==> config.mk <==
export PLATFORM = sky130hd
export DESIGN_NAME = ifetch_ctrl
export DESIGN_NICKNAME = d
export VERILOG_FILES = /design/src/rtl/ifetch_ctrl.sv
export SDC_FILE = /design/constraint.sdc
export NUM_CORES = 1
export LEC_CHECK = 0
export BUFFER_PORTS_ARGS = -buffer_cell sky130_fd_sc_hd__buf_4
export CORE_UTILIZATION = 35
export DETAILED_ROUTE_END_ITERATION = 8
export MAX_ROUTING_LAYER = met4
export PLACE_DENSITY = 0.74
export RECOVER_POWER = 100
export SETUP_SLACK_MARGIN = 0.15
export SYNTH_ARGS = -nofsm -noshare
export SYNTH_HDL_FRONTEND = slang
export SYNTH_SLANG_ARGS = --single-unit
==> constraint.sdc <==
create_clock -name i_clk -period 2.2 [get_ports i_clk]
set_input_delay 0.11 -clock i_clk [delete_from_list [all_inputs] [get_ports i_clk]]
set_output_delay 0.11 -clock i_clk [all_outputs]
set_load 0.005 [all_outputs]
==> src/rtl/ifetch_ctrl.sv <==
// Instruction-fetch controller: one outstanding imem request per PC, redirect handling, drives the PC's next value.
// Optional misaligned-redirect trap with sticky fault and HALT state: define IFETCH_MISALIGN_TRAP_EN.
module ifetch_ctrl #(
   parameter logic [31:0] PC_INC = 32'd4
) (
   input  logic        i_clk,
   input  logic        i_rst,
   input  logic [31:0] i_current_pc,
   output logic [31:0] o_next_pc,
   output logic        o_imem_req,
   output logic [31:0] o_imem_addr,
   input  logic        i_imem_ready,
   input  logic        i_imem_rvalid,
   input  logic [31:0] i_imem_rdata,
   input  logic        i_redirect,
   input  logic [31:0] i_redirect_pc,
   input  logic        i_stall,
   output logic        o_inst_valid,
   output logic [31:0] o_inst,
   output logic [31:0] o_inst_pc,
   output logic        o_fetch_fault
);

`ifdef IFETCH_MISALIGN_TRAP_EN
   typedef enum logic [2:0] {S_REQ = 3'd0, S_WAIT = 3'd1, S_DROP = 3'd2, S_OUT = 3'd3, S_HALT = 3'd4} state_t;
`else
   typedef enum logic [1:0] {S_REQ = 2'd0, S_WAIT = 2'd1, S_DROP = 2'd2, S_OUT = 2'd3} state_t;
`endif
   localparam state_t RESET_STATE = S_REQ;

   state_t      state_q, state_d;
   logic [31:0] inst_q;
   logic        capture;
   logic        advance;
   logic        req;
   logic        valid;

   always_ff @(posedge i_clk) begin
      if (i_rst) begin
         state_q <= RESET_STATE;
         inst_q  <= '0;
      end else begin
         state_q <= state_d;
         if (capture) inst_q <= i_imem_rdata;
      end
   end

   always_comb begin
      state_d = state_q;
      req     = 1'b0;
      valid   = 1'b0;
      capture = 1'b0;
      advance = 1'b0;
      case (state_q)
         S_REQ: begin
            req = !i_redirect;
            if (req && i_imem_ready) state_d = S_WAIT;
         end
         S_WAIT: begin
            // a redirect racing the response throws the response away
            if (i_imem_rvalid) begin
               capture = !i_redirect;
               state_d = i_redirect ? S_REQ : S_OUT;
            end else if (i_redirect) begin
               state_d = S_DROP;
            end
         end
         S_DROP: begin
            if (i_imem_rvalid) state_d = S_REQ;
         end
         S_OUT: begin
            valid = !i_redirect;
            if (i_redirect) begin
               state_d = S_REQ;
            end else if (!i_stall) begin
               advance = 1'b1;
               state_d = S_REQ;
            end
         end
         default: state_d = S_REQ;
      endcase
`ifdef IFETCH_MISALIGN_TRAP_EN
      if (state_q != S_HALT && i_redirect && (i_redirect_pc[1:0] != 2'b00)) state_d = S_HALT;
      if (state_q == S_HALT) state_d = S_HALT;
`endif
   end

`ifdef IFETCH_MISALIGN_TRAP_EN
   logic fault_q;

   always_ff @(posedge i_clk) begin
      if (i_rst) fault_q <= 1'b0;
      else if (state_q != S_HALT && i_redirect && (i_redirect_pc[1:0] != 2'b00)) fault_q <= 1'b1;
   end

   always_comb begin
      if (state_q == S_HALT) o_next_pc = i_current_pc;
      else if (i_redirect)   o_next_pc = i_redirect_pc;
      else if (advance)      o_next_pc = i_current_pc + PC_INC;
      else                   o_next_pc = i_current_pc;
   end

   assign o_fetch_fault = fault_q;
`else
   logic unused_lsb;
   assign unused_lsb = ^i_redirect_pc[1:0];

   always_comb begin
      if (i_redirect)   o_next_pc = {i_redirect_pc[31:2], 2'b00};
      else if (advance) o_next_pc = i_current_pc + PC_INC;
      else              o_next_pc = i_current_pc;
   end

   assign o_fetch_fault = 1'b0;
`endif

   assign o_imem_req   = req;
   assign o_imem_addr  = i_current_pc;
   assign o_inst_valid = valid;
   assign o_inst       = inst_q;
   assign o_inst_pc    = i_current_pc;

endmodule

==> flow_metrics.env, run 1 <==
export IMPL_hpwlAfterDp_mm=7.23
export IMPL_drive_above_1_share=0.453
export IMPL_failed_checks="setup timing"
export IMPL_synth_edff_count=0
export IMPL_hold_path_class="in -> reg"
export IMPL_gp_congestion=0.786
export IMPL_grt_max_degree=42
export IMPL_r2r_end="o_inst[5]"
export IMPL_wire_per_inst_um=14.1
export IMPL_die_y_um=90.6
export IMPL_final_max_slew_viol_count=0
export IMPL_area_growth_pct=58.7
export IMPL_fin_skew_ps=4.55
export IMPL_synth_distinct_cells=40
export IMPL_regToRegStartpoint="state_q[1]"
export IMPL_slowest_delay_ps=540
export IMPL_nFillCells=705
export IMPL_h_tree_depth=2
export IMPL_p_per_area_nw_per_um2=400
export IMPL_postSynthAreaPerCell_um2=6.88
export IMPL_final_util=0.588
export IMPL_vdd_drop_max_mv=0.463
export IMPL_r2r_cells=6
export IMPL_end_kind="primary output"
export IMPL_timing_final_crit_share=1.07
export IMPL_leakagePower_uw=0.00193
export IMPL_required_ps=2090
export IMPL_synth_top_cell_area_share=0.248
export IMPL_fp_row_count=31
export IMPL_drtIter0Drc=106
export IMPL_hold_depth=3
export IMPL_finalHoldViolations=0
export IMPL_critPathTopFamily="simple AND/OR/NAND/NOR gates"
export IMPL_grt_pass1_vias=3090
export IMPL_clock_path_buffers=2
export IMPL_place_area_um2=4150
export IMPL_async_flop_share=0
export IMPL_clock_sinks=34
export IMPL_worst_path_max_fanout=5
export IMPL_rrSetupSlack_ps=790
export IMPL_cts_buffers=5
export IMPL_diodes=0
export IMPL_num_vias=3402
export IMPL_fin_crit_ps=2360
export IMPL_yosys_area_top_type="dfxtp_1"
export IMPL_yosysSeqAreaShare=0.248
export IMPL_finalPower_uw=1740
export IMPL_ant_nets=0
export IMPL_synth_common_cells="88 x nand2_1, 65 x buf_4, 34 x a21oi_1, 34 x dfxtp_1, 22 x nor2_1"
export IMPL_path_clk_slew_ps=70
export IMPL_yosysWarnings=0
export IMPL_route_detailed_drc=0
export IMPL_holdWs_ps=68.5
export IMPL_cts_hold_buf=0
export IMPL_synthesis_nets=502
export IMPL_rsz0062_at_grt="yes"
export IMPL_final_nets=677
export IMPL_grt_use_total=0.225
export IMPL_die_area_um2=8200
export IMPL_maxCapViolations=0
export IMPL_ioPinCount=233
export IMPL_crit_buf_inv=2
export IMPL_tritoncts="yes"
export IMPL_synth_flop_cell="dfxtp_1"
export IMPL_ys_ff_latch=34
export IMPL_fmax_mhz=425
export IMPL_cpMaxStageDelayCell="or4_4"
export IMPL_synth_most_common_cell="nand2_1"
export IMPL_finalSetupViolations=18
export IMPL_syn_inst=399
export IMPL_design_area_um2=4360
export IMPL_dr_pass1_iters=5
export IMPL_worstSkewPairLatency_ps=280
export IMPL_port_buffer_count=229
export IMPL_die_width_um=90.6
export IMPL_via_per_inst=5.05
export IMPL_grt_pass1_wl_mm=14.9
export IMPL_yosys_top_cells_area="dfxtp_1 25%, buf_4 18%, nand2_1 12%"
export IMPL_core_um2=7410
export IMPL_grt_overflow=0
export IMPL_hold_end="o_inst[18]"
export IMPL_setup_ws_ps=-156
export IMPL_cp_arrival_ps=2250
export IMPL_finalWirelength_mm=9.48
export IMPL_path_class="reg -> out"
export IMPL_status="complete, but fails checks"
export IMPL_startpoint_type="register"
export IMPL_cts_root_buf="clkbuf_8"
export IMPL_initial_core_util=0.371
export IMPL_crit_chain="nand4bb_4 -> or4_4 -> buf_6 -> or4_4 -> a31oi_4 -> buf_6"
export IMPL_syn_area_um2=2750
export IMPL_fin_setup_tns_ps=-1160
export IMPL_antenna_found_initial=0
export IMPL_hold_start="i_imem_rdata[18]"
## per-stage QoR
step	instances	worst slack, ps
after floorplan	399	246
after global placement	658	59.2
after detailed placement	658	42.3
after CTS	672	-153
after global routing	673	-230
final	673	-156
## state kept, by name, summed over array words and instances, names as in the netlist
| name | flops |
|---|---|
| state_q | 2 |
| o_inst | 32 |
## where the power goes
| group | internal, µW | switching [µW] | total, µW |
|---|---|---|---|
| Clock | 362 | 221 | 583 |
| Combinational | 297 | 229 | 526 |
| Sequential | 626 | 6.54 | 633 |
| Total | 1290 | 457 | 1740 |
## how the worst max path moves through the flow
stage	slack [ps]	startpoint	cells past startpoint	endpoint
2_1_floorplan	250	state_q[1]	5	o_next_pc[19]
3_3_place_gp	60	i_stall	7	o_next_pc[21]
3_5_place_dp	40	state_q[0]	6	o_next_pc[29]
4_1_cts	-150	state_q[0]	6	o_next_pc[29]
5_1_grt	-230	state_q[0]	6	o_next_pc[29]
6_report	-160	state_q[0]	6	o_next_pc[29]
## worst register-to-register path: stages, from the launching register on
cell	delay, ps
dfxtp_2	330
buf_4	150
nor2_1	130
and3_1	180
buf_4	310
nand2_1	110
a21oi_1	140
## cell type report
| type | count | area (µm²) | area share |
|---|---|---|---|
| repair buffers | 258 | 1870 | 0.430 |
| clock buffers | 6 | 82.6 | 0.0190 |
| clock inverters | 1 | 30.0 | 0.00689 |
| multi-input cells | 268 | 1540 | 0.353 |
| well taps | 99 | 124 | 0.0284 |
| inverters | 7 | 26.3 | 0.00603 |
| flip-flops and latches | 34 | 683 | 0.157 |
## layer usage
layer	vias up	global-route usage	routed length, µm
met2	170	0.383	4800
met4	0	0.0712	189
li1	1669	-	-
met5	-	-	0
met3	19	0.0370	612
met1	1544	0.270	3880
## layout by cell type (no fill, tap or decap), types with 6 or more instances in the layout
cell,Yosys,final
o31ai_1,13,13
clkbuf_1,18,24
nand2_1,88,88
buf_4,65,200
o21ai_0,10,10
a31oi_1,14,10
a21oi_1,34,34
buf_6,1,7
clkbuf_4,0,27
nand4_1,7,7
dfxtp_1,34,32
clkbuf_8,0,6
nor2_1,22,22
or4_1,18,13
inv_1,7,7
nand3_1,15,14
or4_4,1,6
## cells by family after synthesis
kind of cell | share of synthesized area
and+or+nand+nor | 0.317
DFF | 0.248
adders and majority gates | 0.00456
AOI/OAI and AO/OA | 0.175
other | 0.00137
buffers and inverters | 0.225
xor gates and xnor gates | 0.0287
## repair_timing
item                                    in CTS  in global routing
resized for setup                           11                 14
buffers inserted                             7                  1
pin swaps                                    9                  6
endpoints found under the setup margin      19                 21
(Power assumes the default switching activity.)
==> run 2: changes to the inputs <==
Settings changed: ABC_AREA set to 1, PLACE_DENSITY 0.74 to 0.72, SKIP_CTS_REPAIR_TIMING set to 1.
==> flow_metrics.env, run 2 <==
export IMPL_status="finished, final reports clean"
export IMPL_largest_register_ffs=32
export IMPL_wire_per_inst_um=12.7
export IMPL_drive_above_1_share=0.330
export IMPL_use_met2=0.385
export IMPL_final_max_slew_viol_count=0
export IMPL_rsz0062_at_grt="no"
export IMPL_synthMuxAreaShare=0
export IMPL_yosys_area_share_simple=0.421
export IMPL_gr_max_usage_layer="met2"
export IMPL_synth_most_common_cell="nand2_1"
export IMPL_synthAdderAreaFrac=0.00410
export IMPL_antenna_found_initial=0
export IMPL_fin_skew_ps=2.91
export IMPL_nFillCells=881
export IMPL_clock_sinks=34
export IMPL_drtIter0Drc=173
export IMPL_end_kind="primary output"
export IMPL_met1_usage=0.235
export IMPL_diodes=0
export IMPL_path_clk_slew_ps=70
export IMPL_postSynthAreaPerCell_um2=6.03
export IMPL_startpoint_type="register"
export IMPL_clockPowerShare=0.260
export IMPL_synth_edff_count=0
export IMPL_initial_core_util=0.366
export IMPL_path_class="reg -> out"
export IMPL_synth_common_cells="110 x nand2_1, 102 x nor2_1, 65 x buf_4"
export IMPL_cp_arrival_ps=1820
export IMPL_fin_crit_ps=1930
export IMPL_grt_overflow=0
export IMPL_yosys_area_top_type="dfxtp_1"
export IMPL_syn_inst=506
export IMPL_synth_compound_area_frac=0.103
export IMPL_die_area_um2=9100
export IMPL_power_frac_comb=0.396
export IMPL_grtUsageMet3=0.0439
export IMPL_fp_row_count=33
export IMPL_tritoncts="yes"
export IMPL_syn_area_um2=3050
export IMPL_swShare=0.322
export IMPL_hold_path_class="in -> reg"
export IMPL_synth_flop_cell="dfxtp_1"
export IMPL_maxCapViolations=0
export IMPL_yosysSeqAreaShare=0.223
export IMPL_worstMarginPinSlew_ps=1330
export IMPL_yosysWarnings=0
export IMPL_synth_top_cell_area_share=0.223
export IMPL_cts_root_buf="clkbuf_8"
export IMPL_ant_nets=0
export IMPL_worst_path_max_fanout=9
export IMPL_vdd_drop_max_mv=0.629
export IMPL_max_slew_margin_rel=0.110
export IMPL_finalWirelength_mm=9.75
export IMPL_core_um2=8340
export IMPL_gp_congestion=0.907
export IMPL_final_common_cell="buf_4"
export IMPL_die_width_um=95.4
export IMPL_p_per_area_nw_per_um2=514
export IMPL_yosys_top_cells_area="dfxtp_1 22%, buf_4 16%, nand2_1 14%"
export IMPL_grt_use_total=0.210
export IMPL_via_per_inst=4.79
export IMPL_finalHoldViolations=0
export IMPL_leakagePower_uw=0.00207
export IMPL_ioPinCount=233
export IMPL_p_seq_frac=0.345
export IMPL_dr_pass1_iters=5
export IMPL_synthesis_nets=609
export IMPL_async_flop_share=0
export IMPL_required_ps=2090
export IMPL_finalSetupViolations=0
export IMPL_final_nets=767
export IMPL_die_y_um=95.4
export IMPL_worstSkewPairLatency_ps=280
export IMPL_clock_path_buffers=2
export IMPL_p_switching_uw=717
export IMPL_fin_cells=769
export IMPL_synth_xor_area_frac=0.0172
export IMPL_timing_final_crit_share=0.877
export IMPL_place_inst=762
export IMPL_fmax_mhz=518
export IMPL_grt_pass1_vias=3174
export IMPL_h_tree_depth=2
export IMPL_grt_pass1_wl_mm=14.8
export IMPL_hpwlAfterDp_mm=7.90
export IMPL_port_buffer_count=229
export IMPL_route_detailed_drc=0
export IMPL_ys_ff_latch=34
export IMPL_cts_buffers=5
export IMPL_num_vias=3687
export IMPL_layout_common_cells="123 x buf_4, 110 x nand2_1, 101 x nor2_1, 66 x clkbuf_4"
export IMPL_synth_top_family_by_area="simple AND/OR/NAND/NOR gates"
export IMPL_grt_max_degree=34
export IMPL_internal_power_uw=1510
export IMPL_synth_distinct_cells=32
export IMPL_fin_setup_tns_ps=0
export IMPL_area_growth_pct=41.7
run 2: through the flow:
stage	cell area [µm²]	power, µW	setup WS [ps]	hold WS, ps	util
after floorplan	3050	1260	892	188	-
after global placement	4360	1700	581	295	0.523
after detailed placement	4360	1720	543	305	0.523
after CTS	4480	2310	239	1.61	0.537
after global routing	4330	2380	95.9	11.5	0.519
final	4330	2220	271	12.5	0.519
run 2: area by class of cell:
class | instances | area (µm²) | area share
clock inverters | 1 | 30.0 | 0.00694
inverters | 33 | 131 | 0.0304
flip-flops and latches | 34 | 681 | 0.157
repair buffers | 233 | 1590 | 0.368
multi-input cells | 357 | 1680 | 0.388
clock buffers | 6 | 82.6 | 0.0191
well taps | 105 | 131 | 0.0304
run 2: kinds of logic after synthesis:
group,count (synthesis)
adder cells (fa/ha/maj),1
flip-flops,34
AND/OR/NAND/NOR,290
buffers and inverters,115
AO/OA/AOI/OAI,59
XOR/XNOR,6
other,1
run 2: final timing paths:
path	startpoint	end	slack, ps	depth (start not counted)
worst max-delay path	state_q[1]	o_next_pc[30]	270	10
worst min-delay path	i_rst	state_q[1]	10	2
worst max register to register	state_q[0]	o_inst[22]	350	7
worst min register to register	o_inst[25]	o_inst[25]	480	2
run 2: worst max-delay path: stages, from the launching register on:
cell and delay, ps:
dfxtp_1 390, nand2_2 130, nor2_4 150, buf_6 160, nand3_4 100, nor2_4 200
nand3_1 90, nand2_1 60, nand3_1 60, nand2_1 60, clkbuf_4 130
run 2: layer usage:
metal,part of all wire,vias up
met5,0,-
met4,0.0097,0
met3,0.089,8
met2,0.51,173
met1,0.40,1641
li1,-,1865
run 2: power groups by stage:
stage,combinational [µW],sequential (µW),clock [µW]
detailed placement,942,782,0
finish,880,767,578
global route,994,778,611
CTS,944,769,596
global placement,919,777,0
floorplan,474,786,0
